`src/rtl/ctrl_pkg.sv`:
```
// ---------------------------------------------------------------------------
// ctrl_pkg
// Shared types and constants for the pipeline hazard controller.
//   ctrl_state_t : sequencer state encoding (also driven out on ctrl_state)
//   OP..AUIPC    : RV32I major opcodes used by the source-register decoder
//   NOP          : canonical RV32I no-op (addi x0, x0, 0)
// ---------------------------------------------------------------------------
package ctrl_pkg;

  typedef enum logic [1:0] {
    RUN      = 2'd0,
    LU_STALL = 2'd1,
    FLUSH    = 2'd2,
    MEM_WAIT = 2'd3
  } ctrl_state_t;

  localparam logic [6:0] OP     = 7'b0110011;
  localparam logic [6:0] OP_IMM = 7'b0010011;
  localparam logic [6:0] LOAD   = 7'b0000011;
  localparam logic [6:0] STORE  = 7'b0100011;
  localparam logic [6:0] BRANCH = 7'b1100011;
  localparam logic [6:0] JAL    = 7'b1101111;
  localparam logic [6:0] JALR   = 7'b1100111;
  localparam logic [6:0] LUI    = 7'b0110111;
  localparam logic [6:0] AUIPC  = 7'b0010111;

  localparam logic [31:0] NOP = 32'h0000_0013;

endpackage

```
`src/rtl/src_use_decode.sv`:
```
// ---------------------------------------------------------------------------
// src_use_decode
// Combinational decode of which source registers an instruction reads.
// Ports:
//   id_instr  in  XLEN  instruction leaving operand fetch
//   uses_rs1  out 1     instruction reads rs1
//   uses_rs2  out 1     instruction reads rs2
//   rs1, rs2  out 5     source register fields
// ---------------------------------------------------------------------------
module src_use_decode
  import ctrl_pkg::*;
#(
  parameter int XLEN = 32
) (
  input  logic [XLEN-1:0] id_instr,
  output logic            uses_rs1,
  output logic            uses_rs2,
  output logic [4:0]      rs1,
  output logic [4:0]      rs2
);

  logic [6:0] opcode;
  // Fields not involved in hazard detection; named so lint treats them as
  // intentionally unused.
  logic       unused_fields;

  assign opcode        = id_instr[6:0];
  assign rs1           = id_instr[19:15];
  assign rs2           = id_instr[24:20];
  assign unused_fields = ^{id_instr[XLEN-1:25], id_instr[14:7]};

  // JAL, LUI and AUIPC carry immediates in the register field positions,
  // so they must not be matched against the load destination.
  always_comb begin
    uses_rs1 = 1'b0;
    uses_rs2 = 1'b0;
    unique case (opcode)
      OP:     begin uses_rs1 = 1'b1; uses_rs2 = 1'b1; end
      STORE:  begin uses_rs1 = 1'b1; uses_rs2 = 1'b1; end
      BRANCH: begin uses_rs1 = 1'b1; uses_rs2 = 1'b1; end
      OP_IMM: uses_rs1 = 1'b1;
      LOAD:   uses_rs1 = 1'b1;
      JALR:   uses_rs1 = 1'b1;
      default: ;
    endcase
  end

endmodule

```
`src/rtl/pipeline_hazard_ctrl.sv`:
```
// ---------------------------------------------------------------------------
// pipeline_hazard_ctrl
// Stall/flush sequencer for the 5-stage RV32I pipeline. Hazard outputs are
// Mealy: a hazard halts or flushes the pipeline in the cycle it appears.
// Priority: rst > taken branch > data-memory wait > load-use.
// Ports:
//   clk, rst          clock, synchronous active-high reset
//   id_instr          instruction leaving operand fetch
//   ex_rd, ex_is_load destination / load flag of the execute instruction
//   ex_branch_taken   execute resolved a taken branch/jump
//   dmem_busy         data memory not ready this cycle
//   halt_if, halt_of  hold fetch and operand-fetch registers
//   bubble_ex         execute latches a NOP
//   flush_of          invalidate operand-fetch contents
//   ctrl_state        current sequencer state (debug)
// Optional macro HAZARD_PERF_CNT_EN adds saturating 32-bit cycle counters
//   perf_lu_cycles, perf_flush_cycles, perf_mem_cycles.
// ---------------------------------------------------------------------------
module pipeline_hazard_ctrl
  import ctrl_pkg::*;
#(
  parameter int XLEN            = 32,
  parameter int LU_STALL_CYCLES = 1,
  parameter int FLUSH_CYCLES    = 2
) (
  input  logic            clk,
  input  logic            rst,
  input  logic [XLEN-1:0] id_instr,
  input  logic [4:0]      ex_rd,
  input  logic            ex_is_load,
  input  logic            ex_branch_taken,
  input  logic            dmem_busy,
  output logic            halt_if,
  output logic            halt_of,
  output logic            bubble_ex,
  output logic            flush_of,
`ifdef HAZARD_PERF_CNT_EN
  output logic [31:0]     perf_lu_cycles,
  output logic [31:0]     perf_flush_cycles,
  output logic [31:0]     perf_mem_cycles,
`endif
  output logic [1:0]      ctrl_state
);

  localparam logic [2:0] LU_LOAD    = 3'(LU_STALL_CYCLES - 1);
  localparam logic [2:0] FLUSH_LOAD = 3'(FLUSH_CYCLES - 1);

  ctrl_state_t state_q, state_d;
  ctrl_state_t ret_q, ret_d;
  ctrl_state_t eff_state;
  logic [2:0]  cnt_q, cnt_d;
  logic        cnt_dec;
  logic        branch_ok;
  logic        lu_hit;
  logic        uses_rs1, uses_rs2;
  logic [4:0]  rs1, rs2;
  logic        lu_act, flush_act, mem_act;

  src_use_decode #(
    .XLEN(XLEN)
  ) u_decode (
    .id_instr (id_instr),
    .uses_rs1 (uses_rs1),
    .uses_rs2 (uses_rs2),
    .rs1      (rs1),
    .rs2      (rs2)
  );

  assign lu_hit = ex_is_load && (ex_rd != 5'd0) &&
                  ((uses_rs1 && (rs1 == ex_rd)) || (uses_rs2 && (rs2 == ex_rd)));

  // Execute is frozen during a memory wait, so a branch indication there is
  // not genuine and is discarded.
  assign branch_ok = ex_branch_taken && (state_q != MEM_WAIT);

  // Once memory releases, the interrupted sequence resumes in that very
  // cycle, so the saved state governs this cycle's outputs.
  assign eff_state = (state_q == MEM_WAIT && !dmem_busy) ? ret_q : state_q;

  // Next-state and Mealy output logic. The counter holds the number of
  // hazard cycles still owed after the current one.
  always_comb begin
    state_d   = state_q;
    ret_d     = ret_q;
    cnt_d     = cnt_q;
    cnt_dec   = 1'b0;
    halt_if   = 1'b0;
    halt_of   = 1'b0;
    bubble_ex = 1'b0;
    flush_of  = 1'b0;
    lu_act    = 1'b0;
    flush_act = 1'b0;
    mem_act   = 1'b0;

    if (rst) begin
      halt_if   = 1'b1;
      halt_of   = 1'b1;
      bubble_ex = 1'b1;
      state_d   = RUN;
      ret_d     = RUN;
      cnt_d     = 3'd0;
    end else if (eff_state == MEM_WAIT) begin
      halt_if = 1'b1;
      halt_of = 1'b1;
      mem_act = 1'b1;
    end else if (branch_ok) begin
      flush_of  = 1'b1;
      bubble_ex = 1'b1;
      flush_act = 1'b1;
      cnt_d     = FLUSH_LOAD;
      state_d   = (FLUSH_CYCLES == 1) ? RUN : FLUSH;
    end else if (dmem_busy) begin
      // Counter is left untouched so the interrupted sequence can resume.
      halt_if = 1'b1;
      halt_of = 1'b1;
      mem_act = 1'b1;
      ret_d   = eff_state;
      state_d = MEM_WAIT;
    end else begin
      unique case (eff_state)
        RUN: begin
          state_d = RUN;
          if (lu_hit) begin
            halt_if   = 1'b1;
            halt_of   = 1'b1;
            bubble_ex = 1'b1;
            lu_act    = 1'b1;
            cnt_d     = LU_LOAD;
            state_d   = (LU_STALL_CYCLES == 1) ? RUN : LU_STALL;
          end
        end
        LU_STALL: begin
          halt_if   = 1'b1;
          halt_of   = 1'b1;
          bubble_ex = 1'b1;
          lu_act    = 1'b1;
          cnt_dec   = 1'b1;
          cnt_d     = (cnt_q == 3'd0) ? 3'd0 : cnt_q - 3'd1;
          state_d   = (cnt_q <= 3'd1) ? RUN : LU_STALL;
        end
        FLUSH: begin
          flush_of  = 1'b1;
          bubble_ex = 1'b1;
          flush_act = 1'b1;
          cnt_dec   = 1'b1;
          cnt_d     = (cnt_q == 3'd0) ? 3'd0 : cnt_q - 3'd1;
          state_d   = (cnt_q <= 3'd1) ? RUN : FLUSH;
        end
        default: state_d = RUN;
      endcase
    end
  end

  // Sequencer registers. The embedded checks flag a counter underflow and
  // the forbidden combination of holding and flushing operand fetch.
  always_ff @(posedge clk) begin
    if (rst) begin
      state_q <= RUN;
      ret_q   <= RUN;
      cnt_q   <= 3'd0;
    end else begin
      state_q <= state_d;
      ret_q   <= ret_d;
      cnt_q   <= cnt_d;
      assert (!(cnt_dec && cnt_q == 3'd0));
      assert (!(halt_of && flush_of));
    end
  end

  assign ctrl_state = state_q;

`ifdef HAZARD_PERF_CNT_EN
  logic [31:0] perf_lu_q, perf_lu_d;
  logic [31:0] perf_flush_q, perf_flush_d;
  logic [31:0] perf_mem_q, perf_mem_d;

  // Saturating occupancy counters, one per hazard class.
  always_comb begin
    perf_lu_d    = perf_lu_q;
    perf_flush_d = perf_flush_q;
    perf_mem_d   = perf_mem_q;
    if (lu_act && perf_lu_q != 32'hFFFF_FFFF)
      perf_lu_d = perf_lu_q + 32'd1;
    if (flush_act && perf_flush_q != 32'hFFFF_FFFF)
      perf_flush_d = perf_flush_q + 32'd1;
    if (mem_act && perf_mem_q != 32'hFFFF_FFFF)
      perf_mem_d = perf_mem_q + 32'd1;
  end

  always_ff @(posedge clk) begin
    if (rst) begin
      perf_lu_q    <= 32'd0;
      perf_flush_q <= 32'd0;
      perf_mem_q   <= 32'd0;
    end else begin
      perf_lu_q    <= perf_lu_d;
      perf_flush_q <= perf_flush_d;
      perf_mem_q   <= perf_mem_d;
    end
  end

  assign perf_lu_cycles    = perf_lu_q;
  assign perf_flush_cycles = perf_flush_q;
  assign perf_mem_cycles   = perf_mem_q;
`else
  logic unused_act;
  assign unused_act = lu_act ^ flush_act ^ mem_act;
`endif

endmodule
```
`config.mk`:
```
export PLATFORM = sky130hd
export DESIGN_NAME = pipeline_hazard_ctrl
export DESIGN_NICKNAME = d
export VERILOG_FILES = /design/src/rtl/ctrl_pkg.sv /design/src/rtl/src_use_decode.sv /design/src/rtl/pipeline_hazard_ctrl.sv
export SDC_FILE = /design/constraint.sdc
export NUM_CORES = 1
export LEC_CHECK = 0
export BUFFER_PORTS_ARGS = -buffer_cell sky130_fd_sc_hd__buf_4
export CAP_MARGIN = 5
export CELL_PAD_IN_SITES_DETAIL_PLACEMENT = 1
export CELL_PAD_IN_SITES_GLOBAL_PLACEMENT = 1
export CORE_MARGIN = 5
export CORE_UTILIZATION = 28
export DETAILED_ROUTE_END_ITERATION = 12
export PLACE_DENSITY = 0.76
export SETUP_SLACK_MARGIN = 0.05
export SYNTH_ARGS = -nofsm -noshare
export SYNTH_HDL_FRONTEND = slang
export SYNTH_SLANG_ARGS = --single-unit
```
`constraint.sdc`:
```
create_clock -name clk -period 2.4 [get_ports clk]
set_clock_uncertainty 0.15 [all_clocks]
set_input_delay 0.48 -clock clk [delete_from_list [all_inputs] [get_ports clk]]
set_output_delay 0.48 -clock clk [all_outputs]
set_load 0.02 [all_outputs]
```
==> results of run 1 <==
-- worst max-delay path: stages --
cell      delay, ps
buf_6            90
xor2_1          160
nor4_2          330
nand4_1         190
nand2_2         140
a311oi_2         90
o211ai_1        270
buf_4           200
-- metrics by stage --
step	hold slack (ps)	std cells
after floorplan	311	91
after global placement	334	164
after detailed placement	343	164
after CTS	319	168
after global routing	334	169
final	329	169
-- state kept, by name (all words and copies together), names as in the netlist --
| name | cells |
|---|---|
| cnt_q | 3 |
| ctrl_state | 2 |
| ret_q | 2 |
-- per-layer routing --
layer | GRT usage | part of all wire | vias to the layer above
met2 | 0.268 | 0.48 | 36
met4 | 0.0818 | 0.031 | 0
met5 | 0 | 0 | -
met3 | 0.0147 | 0.094 | 6
met1 | 0.151 | 0.39 | 396
li1 | - | - | 419
-- placed cells by master, fill, tap and decap left out, types with 2 or more instances in the layout --
cell,Yosys,final
ha_1,6,5
o21ai_0,2,2
nand3b_1,2,2
inv_1,10,10
a21oi_1,4,4
o211ai_1,3,3
nor2_1,7,7
dfxtp_1,7,7
nand3_1,2,2
clkbuf_4,0,3
mux2i_1,2,2
nand2_1,6,5
nor3_1,4,3
buf_4,1,41
nor3b_1,2,2
xnor2_1,4,4
buf_6,0,5
xor2_1,6,6
-- power by group --
part           internal, uW  switching [uW]
combinational          90.2            84.1
clock                  63.6            46.0
sequential              122            4.88
total                   275             135
-- cells in the mapped netlist (2+ instances only) --
library cell / n / share of area
inv_1: 10 / 0.051
dfxtp_1: 7 / 0.19
nor2_1: 7 / 0.035
ha_1: 6 / 0.10
nand2_1: 6 / 0.030
xor2_1: 6 / 0.071
a21oi_1: 4 / 0.027
nor3_1: 4 / 0.027
xnor2_1: 4 / 0.047
o211ai_1: 3 / 0.030
clkbuf_1: 2 / 0.010
mux2i_1: 2 / 0.027
nand3_1: 2 / 0.013
nand3b_1: 2 / 0.020
nor3b_1: 2 / 0.020
nor4_1: 2 / 0.017
o21ai_0: 2 / 0.013
o31ai_1: 2 / 0.020
-- what timing repair did --
action / CTS / global route
pin swaps: 8 / 8
endpoints found under the setup margin: 4 / 6
resized for setup: 9 / 4
buffers inserted: 0 / 1
-- how the worst min path moves through the flow --
stage                                startpoint                    end  cells after the start
after global placement    ret_q[1]$_SDFFE_PP0P_  ret_q[1]$_SDFFE_PP0P_                      2
after global routing                        rst  cnt_q[0]$_SDFFE_PP0P_                      2
after detailed placement  cnt_q[0]$_SDFFE_PP0P_  cnt_q[0]$_SDFFE_PP0P_                      2
after CTS                                   rst  cnt_q[0]$_SDFFE_PP0P_                      2
final                                       rst  cnt_q[0]$_SDFFE_PP0P_                      2
after floorplan           ret_q[1]$_SDFFE_PP0P_  ret_q[1]$_SDFFE_PP0P_                      2
-- cell type report --
class,instances,area (sq um),area share
multi-input combinational,71,602,0.492
inverter,10,37.5,0.0307
clock buffer,4,26.3,0.0215
sequential,7,140,0.115
tap,30,37.5,0.0307
timing repair buffer,47,379,0.310
-- logic make-up (layout without fill, tap and decap cells) --
logic type      after synthesis  after routing  share of synthesized area
compound gates               23             23                      0.274
flops                         7              7                      0.189
buf+inv                      13             61                     0.0707
xor+xnor                     10             10                      0.118
simple gates                 30             30                      0.221
mux                           2              2                     0.0269
fa+ha+maj                     6              6                      0.101
==> qor.txt, run 1 <==
Share of cells above drive strength 1 - 0.482
Post-DP Area - 1130 sq um
EDFF count, synth - 0
Total power - 410 uW
Worst-path clk slew - 60 ps
Leak Pwr - 0.000544 uW
Final setup TNS - -554 ps
Vias/cell - 5.07
Top FF cell, synth - dfxtp_1
Post-CTS Hold Buffers - 0
Detailed-route via count - 857
Yosys warnings - 0
Violated checks - setup timing
Critical path fanouts, max - 3
Worst slew pin tran - 405 ps
P&R area growth vs syn - 64.5%
Max VDD drop - 295 uV
Worst R2R End - ret_q[1]$_SDFFE_PP0P_
Wirelength, routed - 2.60 mm
Die W - 61.5 um
Filler cells - 322
CP arrival - 1970 ps
FF-to-FF Start - ctrl_state[1]$_SDFFE_PP0N_
Mean post-synth cell area - 8.17 sq um
Overflow after GRT - 0
Setup ws final - -197 ps
Final ANT Viol Nets - 0
NumNets Final - 188
GP Congestion - 0.737
Detailed Routing Iterations Pass 1 - 2
Finished Core Util - 0.489
Gate Count Post-Synth - 91
Headroom to the max-slew limit - 0.729
Clock root cell - clkbuf_4
Post-route minimum period - 2600 ps
Worst slack, placed - -185 ps
Number of buffers created by CTS - 3
Power density over the cells - 336 nW/um^2
Max Buffers Root-to-Sink - 2
Vias in the first global route - 924
Setup violators final - 3
Unrepaired setup endpoints after global routing - yes
Worst R2R Setup Slack - 360 ps
Later-pin clock latency in the skew report - 260 ps
Worst setup path start - id_instr[16]
Max-cap violation count - 0
Dpl hpwl - 2.00 mm
Syn nets - 139
Status - finished, violations left
Starting Density - 0.297
Die height - 61.5 um
R2r worst-path depth - 8
Setup CP Type - in2out
Fraction of registers with async set/reset - 0
Netlist cell types - 36
CP endpoint kind - output pin
All-Layer GR Usage - 0.142
Routed length per instance - 15.4 um
#FFs+latches synth - 7
DR iter-0 viols - 11
Ant. Diodes - 0
Clk sink count - 7
Final worst-path cycle share - 1.08
Hold WC Path Type - in2reg
Largest net degree at the start of global routing - 11
CTS tree - done
Initial antenna violation count - 0
# port buffers - 32
Final hold viol count - 0
# H-tree levels - 1
Crit path launch type - input pin
Post-Syn Area - 743 sq um
Max Clock Freq - 385 MHz
Crit path capture - halt_of
# rows - 18
Area of the core - 2500 sq um
Final Max Slew Viols - 0
Die area - 3780 sq um
DRC Markers - 0
Post-synthesis sequential area ratio - 0.189
First-pass GRT wire length - 4.02 mm
I/O pin cnt - 48
Worst path required time - 1770 ps
Finished Cell Area - 1220 sq um
Power figures use the tool's default switching activity.
==> run 2: changes to the inputs <==
--- a/config.mk
+++ b/config.mk
@@ -9,7 +9,7 @@
 export CAP_MARGIN = 5
 export CELL_PAD_IN_SITES_DETAIL_PLACEMENT = 1
 export CELL_PAD_IN_SITES_GLOBAL_PLACEMENT = 1
-export CORE_MARGIN = 5
+export CORE_MARGIN = 2
 export CORE_UTILIZATION = 28
 export DETAILED_ROUTE_END_ITERATION = 12
 export PLACE_DENSITY = 0.76
==> run 2 against run 1 <==
The run still ends with setup timing left. Critical endpoint is now halt_if. Highest routed layer unchanged. Sequential share of layout area fell by 0.27 points. Non-clock buffer count rose by 4. Hold slack about the same.
==> qor.txt, run 2 (synthesis gave the netlist of run 1 again) <==
Die height - 55.5 um (was 61.5 um)
Unrepaired setup endpoints after global routing - yes (unchanged)
Worst path required time - 1770 ps (about the same)
Setup ws final - -181 ps (was -197 ps)
Final Max Slew Viols - 0 (unchanged)
Starting Density - 0.297 (unchanged)
Max Clock Freq - 387 MHz (was 385 MHz)
Violated checks - setup timing (unchanged)
DRC Markers - 0 (unchanged)
Max Buffers Root-to-Sink - 2 (unchanged)
Overflow after GRT - 0 (unchanged)
# rows - 18 (unchanged)
Detailed Routing Iterations Pass 1 - 2 (unchanged)
Commonest non-fill, non-tap cell in the layout - buf_4 (unchanged)
Worst R2R Setup Slack - 280 ps (was 360 ps)
Largest net degree at the start of global routing - 11 (unchanged)
Detailed-route via count - 887 (was 857)
Hold Path End - cnt_q[0]$_SDFFE_PP0P_ (unchanged)
Post-route minimum period - 2580 ps (was 2600 ps)
Dpl hpwl - 2.06 mm (was 2.00 mm)
Setup violators final - 3 (unchanged)
P&R area growth vs syn - 68.5% (was 64.5%)
CP endpoint kind - output pin (unchanged)
All-Layer GR Usage - 0.175 (was 0.142)
Vias/cell - 5.13 (was 5.07)
Startpoint of the lowest-slack hold path - rst (unchanged)
Power density over the cells - 330 nW/um^2 (was 336 nW/um^2)
Critical path fanouts, max - 3 (unchanged)
Final worst-path cycle share - 1.08 (about the same)
Status - finished, violations left (unchanged)
Clk sink count - 7 (unchanged)
Max reg flops - 3 (unchanged)
R2r worst-path depth - 10 (was 8)
Crit path largest cell delay - 520 ps (was 330 ps)
Vias in the first global route - 951 (was 924)
Max VDD drop - 393 uV (was 295 uV)
CTS tree - done (unchanged)
I/O pin cnt - 48 (unchanged)
Hold path depth - 2 (unchanged)
Crit path launch type - input pin (unchanged)
Die area - 3080 sq um (was 3780 sq um)
Final hold slack - 329 ps (about the same)
First-pass GRT wire length - 4.31 mm (was 4.02 mm)
Ant. Diodes - 0 (unchanged)
Total power - 413 uW (was 410 uW)
Headroom to the max-slew limit - 0.715 (was 0.729)
Hold WC Path Type - in2reg (unchanged)
Post-DP Area - 1140 sq um (was 1130 sq um)
Worst slew pin tran - 426 ps (was 405 ps)
Reg with most FFs - cnt_q (unchanged)
Worst-path clk slew - 60 ps (about the same)
Post-CTS Hold Buffers - 0 (unchanged)
Routed length per instance - 14.4 um (was 15.4 um)
Finished Core Util - 0.501 (was 0.489)
Most frequent cells in the layout - buf_4 (48), inv_1 (10), nor2_1 (7), dfxtp_1 (7), ha_1 (6) (was buf_4 (41), inv_1 (10), nor2_1 (7), dfxtp_1 (7), xor2_1 (6))
Initial antenna violation count - 0 (unchanged)
Share of cells above drive strength 1 - 0.510 (was 0.482)
Slowest CP cell - or4_4 (was nor4_2)
Final hold viol count - 0 (unchanged)
Finished Cell Area - 1250 sq um (was 1220 sq um)
Later-pin clock latency in the skew report - 260 ps (about the same)
Filler cells - 312 (was 322)
Area of the core - 2500 sq um (unchanged)
Die W - 55.5 um (was 61.5 um)
NumNets Final - 192 (was 188)
FF-to-FF Start - ctrl_state[1]$_SDFFE_PP0N_ (unchanged)
CP arrival - 1950 ps (was 1970 ps)
DR iter-0 viols - 6 (was 11)
Worst R2R End - cnt_q[0]$_SDFFE_PP0P_ (was ret_q[1]$_SDFFE_PP0P_)
Wirelength, routed - 2.49 mm (was 2.60 mm)
Final setup TNS - -487 ps (was -554 ps)
Clock root cell - clkbuf_4 (unchanged)
Final ANT Viol Nets - 0 (unchanged)
Critical-path cell list - buf_8 > or4_4 > o21a_1 > a311oi_2 > o211ai_1 > buf_4 (was buf_6 > xor2_1 > nor4_2 > nand4_1 > nand2_2 > a311oi_2 > o211ai_1 > buf_4)
Max-cap violation count - 0 (unchanged)
Leak Pwr - 0.000567 uW (was 0.000544 uW)
# H-tree levels - 1 (unchanged)
# port buffers - 32 (unchanged)
GP Congestion - 0.826 (was 0.737)
Number of buffers created by CTS - 3 (unchanged)
Setup CP Type - in2out (unchanged)
[run 2: cell types whose count changed in the layout (fill, tap and decap cells not counted), sizes merged]
cell	previous run	this run
buf	47	51
clkbuf	4	3
clkinv	0	1
[run 2: metal layers]
layer	vias to the layer above	wire length, um	GRT usage
met4	0	41	0.0732
met3	4	131	0.0281
li1	430	-	-
met1	420	998	0.200
met5	-	0	0
met2	33	1320	0.318
[run 2: worst max-delay path: cells and delay by family]
family	cells	cell delay, ps
buffers and inverters	2	300
AO/OA/AOI/OAI	3	650
AND/OR/NAND/NOR	1	520
[run 2: metrics by stage]
stage | cells | setup WS (ps)
5_1_grt | 173 | -232
3_3_place_gp | 166 | -179
2_1_floorplan | 91 | -192
3_5_place_dp | 166 | -283
4_1_cts | 172 | -166
6_report | 173 | -181
[run 2: cell type report]
cell class                      instances  area [sq um]  area share
Sequential cell                         7           140       0.112
Tap cell                               30          37.5      0.0300
Timing Repair Buffer                   51           398       0.318
Multi-Input combinational cell         71           612       0.489
Clock inverter                          1          5.00     0.00400
Inverter                               10          37.5      0.0300
Clock buffer                            3          22.5      0.0180
[run 2: worst max-delay path by stage]
stage / start / endpoint / slack (ps) / cells past startpoint
2_1_floorplan: ex_rd[1] / halt_of / -190 / 5
3_3_place_gp: ex_rd[1] / halt_of / -180 / 6
3_5_place_dp: ex_rd[1] / halt_if / -280 / 6
4_1_cts: ex_rd[4] / halt_if / -170 / 6
5_1_grt: ex_rd[4] / halt_of / -230 / 6
6_report: ex_rd[4] / halt_if / -180 / 6
[run 2: power breakdown]
| part | internal (uW) | total [uW] | switching [uW] |
|---|---|---|---|
| Combinational | 92.7 | 179 | 86.0 |
| Clock | 61.0 | 108 | 46.8 |
| Sequential | 121 | 126 | 4.81 |
| Total | 275 | 413 | 138 |
[run 2: repair_timing]
| action | CTS | global route |
|---|---|---|
| resized for setup | 7 | 4 |
| buffers inserted | 2 | 1 |
| setup endpoints to repair | 3 | 4 |
| pin swaps | 5 | 1 |
| gates cloned | 0 | 0 |
